--- src/rtl/rgb_gain_pkg.sv ---
// Shared video-filter definitions: gain format, channel order and pixel layout
// used by the gain stage and the downstream saturation stage.
package rgb_gain_pkg;

  localparam int COE_FRAC_DEF    = 6;
  localparam int GAIN_W          = 16;
  localparam int PIXEL_WIDTH_DEF = 10;
  localparam int NUM_CH          = 3;

  // Channel index doubles as the slot position inside a packed {b,g,r} word.
  typedef enum logic [1:0] {
    CH_R = 2'd0,
    CH_G = 2'd1,
    CH_B = 2'd2
  } rgb_ch_e;

  typedef struct packed {
    logic [PIXEL_WIDTH_DEF-1:0] b;
    logic [PIXEL_WIDTH_DEF-1:0] g;
    logic [PIXEL_WIDTH_DEF-1:0] r;
  } rgb_pix_t;

  function automatic logic [GAIN_W-1:0] unity_gain(input int coe_frac);
    return GAIN_W'(1) << coe_frac;
  endfunction

endpackage

--- src/rtl/rgb_gain_ch.sv ---
// One colour channel: registered multiply, then round-half-up and clamp to the
// pixel range, registered again.
module rgb_gain_ch
  import rgb_gain_pkg::*;
#(
  parameter int PIXEL_WIDTH = PIXEL_WIDTH_DEF,
  parameter int COE_FRAC    = COE_FRAC_DEF
) (
  input  logic                   clk,
  input  logic                   rst,
  input  logic [PIXEL_WIDTH-1:0] x,
  input  logic [GAIN_W-1:0]      gain,
  output logic [PIXEL_WIDTH-1:0] y
);

  localparam int PW = PIXEL_WIDTH + GAIN_W;
  localparam logic [PW:0] HALF = (PW+1)'(1) << (COE_FRAC - 1);
  localparam logic [PW:0] MAXV = (PW+1)'((1 << PIXEL_WIDTH) - 1);

  logic [PW-1:0]          prod_reg;
  logic [PW:0]            scaled;
  logic [PIXEL_WIDTH-1:0] y_reg;
  logic [PIXEL_WIDTH-1:0] y_next;

  // One extra bit so the rounding constant can never wrap the product.
  assign scaled = ({1'b0, prod_reg} + HALF) >> COE_FRAC;

  always_comb begin
    y_next = scaled[PIXEL_WIDTH-1:0];
    if (scaled > MAXV)
      y_next = '1;
  end

  always_ff @(posedge clk or posedge rst) begin
    if (rst) begin
      prod_reg <= '0;
      y_reg    <= '0;
    end else begin
      prod_reg <= PW'(x) * PW'(gain);
      y_reg    <= y_next;
    end
  end

  assign y = y_reg;

endmodule

--- src/rtl/rgb_gain.sv ---
// Per-channel RGB gain with frame-synchronous gain switching, a matched timing
// delay line and per-frame active width/height measurement.
module rgb_gain
  import rgb_gain_pkg::*;
#(
  parameter int PIXEL_WIDTH = PIXEL_WIDTH_DEF,
  parameter int COE_FRAC    = COE_FRAC_DEF
) (
  input  logic                     clk,
  input  logic                     rst,
  input  logic [15:0]              gain_r_i,
  input  logic [15:0]              gain_g_i,
  input  logic [15:0]              gain_b_i,
  input  logic                     gain_upd_i,
  output logic                     gain_pend_o,
  input  logic [3*PIXEL_WIDTH-1:0] di_i,
  input  logic                     de_i,
  input  logic                     hs_i,
  input  logic                     vs_i,
  output logic [3*PIXEL_WIDTH-1:0] do_o,
  output logic                     de_o,
  output logic                     hs_o,
  output logic                     vs_o,
  input  logic [15:0]              dbg_i,
  output logic [15:0]              dbg_o,
  output logic [15:0]              frame_width_o,
  output logic [15:0]              frame_lines_o,
  output logic                     frame_stat_vld_o
);

  localparam logic [GAIN_W-1:0] UNITY = unity_gain(COE_FRAC);

  logic [GAIN_W-1:0]        gain_in [NUM_CH];
  logic [GAIN_W-1:0]        shadow_gain_reg [NUM_CH];
  logic [GAIN_W-1:0]        active_gain_reg [NUM_CH];
  logic                     gain_pend_reg;

  logic [3*PIXEL_WIDTH-1:0] px_s1_reg;
  logic                     de_s1_reg, hs_s1_reg, vs_s1_reg;
  logic [15:0]              dbg_s1_reg;
  logic [2:0]               tim_dly_reg [2];
  logic [15:0]              dbg_dly_reg [2];

  logic                     frame_start;
  logic                     fs_s1_reg;
  logic                     de_d_reg;
  logic [15:0]              pix_cnt_reg, line_len_reg, line_cnt_reg;
  logic [15:0]              frame_width_reg, frame_lines_reg;
  logic                     stat_vld_reg;

  assign gain_in[CH_R] = gain_r_i;
  assign gain_in[CH_G] = gain_g_i;
  assign gain_in[CH_B] = gain_b_i;

  // vs_s1_reg holds the previous vs_i, so this is the rise seen at the S1 edge.
  assign frame_start = vs_i & ~vs_s1_reg;

  // Active gains switch on the same edge that captures the first pixel of the
  // frame, so that pixel is already multiplied with the new set in S2.
  always_ff @(posedge clk or posedge rst) begin
    if (rst) begin
      for (int c = 0; c < NUM_CH; c++) begin
        shadow_gain_reg[c] <= UNITY;
        active_gain_reg[c] <= UNITY;
      end
      gain_pend_reg <= 1'b0;
    end else begin
      if (frame_start && gain_pend_reg) begin
        for (int c = 0; c < NUM_CH; c++)
          active_gain_reg[c] <= shadow_gain_reg[c];
        gain_pend_reg <= 1'b0;
      end
      if (gain_upd_i) begin
        for (int c = 0; c < NUM_CH; c++)
          shadow_gain_reg[c] <= gain_in[c];
        gain_pend_reg <= 1'b1;
      end
    end
  end

  always_ff @(posedge clk or posedge rst) begin
    if (rst) begin
      px_s1_reg   <= '0;
      de_s1_reg   <= 1'b0;
      hs_s1_reg   <= 1'b0;
      vs_s1_reg   <= 1'b0;
      dbg_s1_reg  <= '0;
      tim_dly_reg <= '{default: '0};
      dbg_dly_reg <= '{default: '0};
    end else begin
      px_s1_reg      <= di_i;
      de_s1_reg      <= de_i;
      hs_s1_reg      <= hs_i;
      vs_s1_reg      <= vs_i;
      dbg_s1_reg     <= dbg_i;
      tim_dly_reg[0] <= {vs_s1_reg, hs_s1_reg, de_s1_reg};
      tim_dly_reg[1] <= tim_dly_reg[0];
      dbg_dly_reg[0] <= dbg_s1_reg;
      dbg_dly_reg[1] <= dbg_dly_reg[0];
    end
  end

  generate
    for (genvar gi = 0; gi < NUM_CH; gi++) begin : g_ch
      rgb_gain_ch #(
        .PIXEL_WIDTH (PIXEL_WIDTH),
        .COE_FRAC    (COE_FRAC)
      ) u_ch (
        .clk  (clk),
        .rst  (rst),
        .x    (px_s1_reg[gi*PIXEL_WIDTH +: PIXEL_WIDTH]),
        .gain (active_gain_reg[gi]),
        .y    (do_o[gi*PIXEL_WIDTH +: PIXEL_WIDTH])
      );
    end
  endgenerate

  // Statistics run one cycle behind S1; a frame start wipes any partial line.
  always_ff @(posedge clk or posedge rst) begin
    if (rst) begin
      fs_s1_reg       <= 1'b0;
      de_d_reg        <= 1'b0;
      pix_cnt_reg     <= '0;
      line_len_reg    <= '0;
      line_cnt_reg    <= '0;
      frame_width_reg <= '0;
      frame_lines_reg <= '0;
      stat_vld_reg    <= 1'b0;
    end else begin
      fs_s1_reg <= frame_start;
      de_d_reg  <= de_s1_reg;
      if (fs_s1_reg) begin
        frame_width_reg <= line_len_reg;
        frame_lines_reg <= line_cnt_reg;
        stat_vld_reg    <= 1'b1;
        line_cnt_reg    <= '0;
        pix_cnt_reg     <= '0;
      end else begin
        stat_vld_reg <= 1'b0;
        if (de_s1_reg) begin
          if (pix_cnt_reg != 16'hFFFF)
            pix_cnt_reg <= pix_cnt_reg + 16'd1;
        end else if (de_d_reg) begin
          line_len_reg <= pix_cnt_reg;
          pix_cnt_reg  <= '0;
          if (line_cnt_reg != 16'hFFFF)
            line_cnt_reg <= line_cnt_reg + 16'd1;
        end
      end
    end
  end

  assign de_o             = tim_dly_reg[1][0];
  assign hs_o             = tim_dly_reg[1][1];
  assign vs_o             = tim_dly_reg[1][2];
  assign dbg_o            = dbg_dly_reg[1];
  assign gain_pend_o      = gain_pend_reg;
  assign frame_width_o    = frame_width_reg;
  assign frame_lines_o    = frame_lines_reg;
  assign frame_stat_vld_o = stat_vld_reg;

endmodule

--- config.mk ---
export PLATFORM = sky130hd
export DESIGN_NAME = rgb_gain
export DESIGN_NICKNAME = d
export VERILOG_FILES = /design/src/rtl/rgb_gain_pkg.sv /design/src/rtl/rgb_gain_ch.sv /design/src/rtl/rgb_gain.sv
export SDC_FILE = /design/constraint.sdc
export NUM_CORES = 2
export LEC_CHECK = 0
export ABC_AREA = 1
export CAP_MARGIN = 20
export CORE_ASPECT_RATIO = 0.8
export CORE_MARGIN = 5
export CORE_UTILIZATION = 50
export CTS_CLUSTER_DIAMETER = 40
export DETAILED_ROUTE_END_ITERATION = 16
export GPL_ROUTABILITY_DRIVEN = 0
export PLACE_DENSITY = 0.71
export SETUP_SLACK_MARGIN = 0.5
export SYNTH_ARGS = -nofsm -noshare
export SYNTH_HDL_FRONTEND = slang
export SYNTH_SLANG_ARGS = --single-unit
--- constraint.sdc ---
create_clock -name clk -period 15.5 [get_ports clk]
set_input_delay 3.875 -clock clk [delete_from_list [all_inputs] [get_ports clk]]
set_output_delay 3.875 -clock clk [all_outputs]
set_load 0.005 [all_outputs]
==> results.cfg <==
[run_status]
run_status = completed

[clocking]
post_cts_buffers = 0
cts_buffers = 52
clk_latency_ns = 0.59
htree_levels = 2
ctsResizeCount = 0
hold_buffers = 0
ctsRootBufferMaster = clkbuf_16
clock-sinks = 359
cts_buffer_depth = 3
clkTransAtPathRegs_ns = 0.06
cts_tree = built

[setup_path]
cp-end-kind = primary output
cp_top_family = buffers and inverters
cp.depth = 1
critPathRequiredTime_ns = 11.62
critical_path_buf_inv_count = 1
critPathMaxFanout = 3
cp.arrival_ns = 1.61
start_kind = flip-flop
slowest_delay_ns = 0.56
r2r-start = px_s1_reg[19]
path_cells = clkdlybuf4s50_1
r2r_end = g_ch[1].u_ch.prod_reg[20]
rr_worst_depth = 17
rrSetupSlack_ns = 10.16
cpMaxStageDelayCell = clkdlybuf4s50_1
crit_type = flip-flop to primary output

[global_routing]
grt_pass1_vias = 23230
grt_max_degree = 163
met2_usage_pct = 32.37
grt_pass1_wl_um = 115100
grt.total_usage_pct = 20.96
use_met3_pct = 3.584
grt-ovfl-total = 0
antenna_found_initial = 3
gr-max-usage-layer = met2
globalRouteMet1Util_pct = 31.52

[pwr]
ir_drop_v = 0.0001571
leakage_nw = 18.57
power_w = 0.006837
p_per_area_nw_per_um2 = 199.8

[synth]
synth.area.top_cells = dfrtp_1 29%, fa_1 22%, nand2_1 14%
seq_area_frac_synth_pct = 29.75
yosysTopAreaCell = dfrtp_1
syn_inst = 3741
synth_seq_cells = 359
synth_most_common_cell = nand2_1
synth_ff_type = dfrtp_1
yosysWarnings = 0
synth_area_um2 = 30230
synth.avg_cell_area_um2 = 8.079
async_flop_share_pct = 100.0
synth_fp_nets = 4350
synth_commonest_cells = 1088 x nand2_1, 794 x inv_1, 353 x dfrtp_1
synth_top_area_share_pct = 29.23
synth_edf_count = 0
synth.distinct_cells = 47

[final_layout]
largest_reg_flops = 63
drive_gt1_share_pct = 4.110
nFillCells = 5330
antenna_cells = 0
area_growth_pct = 13.24
multi_input_area_um2 = 17580
final_nets = 4434
stdcell_count = 4648
seq_area_um2 = 8991

[sta]
drv_slew = 0
slew-limit-headroom_pct = 29.63
rsz0062_at_grt = false
setup_viol = 0
final-hold-violation-count = 0
whs_ns = 0.3437
skew_ns = 0.04423
timing.fmax_ghz = 0.1824
max_slew.worst_pin.slew_ns = 1.056
fin_crit_sh_pct = 35.38
period_needed_ns = 5.483
timing.setup.tns_ns = 0

[routing]
finalWirelength_um = 67090
ant_nets = 0
drt_iter0_markers = 1740
drcViolationCount = 0
wl_per_cell_um = 14.43
vias = 23360
viasPerCell = 5.026
dr.pass1.iters = 6

[placement]
placed_cells = 4550
dp_hpwl_um = 51170
port-buffer-count = 182

[run]
drv_cap = 0

[worst_hold_path]
hold_path_class = flip-flop to flip-flop
whs_endpoint = dbg_dly_reg[17]
min_path_cells = 0
holdCritStartpoint = dbg_s1_reg[1]

[floorplanning]
dieArea_um2 = 65500
core_um2 = 59760
pin_count = 183
die_w_um = 284.9
die_h_um = 229.9
initial_core_util_pct = 50.58
rows = 80
## layout by cell type (no fill, tap or decap), drive strengths merged, types with 2 or more instances in the layout
master,netlist,layout
nand3b,3,3
o31ai,4,4
xor2,58,58
bufinv,0,3
nor2,220,220
clkbuf,125,62
ha,182,182
dfrtp,353,353
a21oi,81,81
a21boi,2,2
o21a,2,2
nand2,1096,1096
clkinvlp,0,3
clkdlybuf4s50,0,181
buf,30,4
clkinv,0,12
nand3,99,99
inv,798,816
o21ai,185,185
o21bai,15,15
nor3,41,41
nand4,55,55
dfstp,6,6
nand2b,2,2
xnor2,25,25
a211oi,3,3
nor4,13,13
a21o,12,12
fa,327,327
## cell type report
type	instances	share of cell area (%)
multi-input cells	2429	51.35
flip-flops and latches	359	26.27
inverters	798	8.773
repair buffers	185	5.417
clock buffers	62	4.028
well taps	779	2.848
clock inverters	36	1.312
## power breakdown
| group | switching (W) | leakage [nW] | internal [W] |
|---|---|---|---|
| registers | 0.000219 | 4.35 | 0.00113 |
| clock network | 0.000486 | 0.885 | 0.000716 |
| logic | 0.00270 | 13.3 | 0.00159 |
| total | 0.00341 | 18.6 | 0.00343 |
## stage by stage
stage	area, um^2	setup WS, ns	util, %
global placement	32400	9.430	54.22
finish	34230	10.02	57.28
floorplan	30230	1.673	-
global route	34230	9.799	57.28
CTS	34230	9.946	57.28
detailed placement	32400	9.452	54.22
## cells by family (layout without fill, tap and decap cells)
family                   count (synthesis)  count (layout)  synth area share (%)
AND/OR/NAND/NOR                       1532            1532                 21.05
buffers and inverters                  953            1081                 12.12
adder cells (fa/ha/maj)                509             509                 29.19
flip-flops                             359             359                 29.75
AO/OA/AOI/OAI                          305             305                 5.477
XOR/XNOR                                83              83                 2.405
## routing by layer
metal,routed length [um],up-vias
met1,32660,11240
met4,1030,4
met2,28970,665
met3,4406,84
met5,19,-
li1,-,11370
## worst max-delay path by stage
stage | slack [ns] | endpoint | startpoint
5_1_grt | 9.80 | active_gain_reg[17] | rst
2_1_floorplan | 1.67 | active_gain_reg[0] | rst
3_3_place_gp | 9.43 | px_s1_reg[14] | rst
3_5_place_dp | 9.45 | active_gain_reg[20] | rst
4_1_cts | 9.95 | gain_pend_o | gain_pend_o
6_report | 10.02 | gain_pend_o | gain_pend_o
Power figures use the tool's default switching activity.
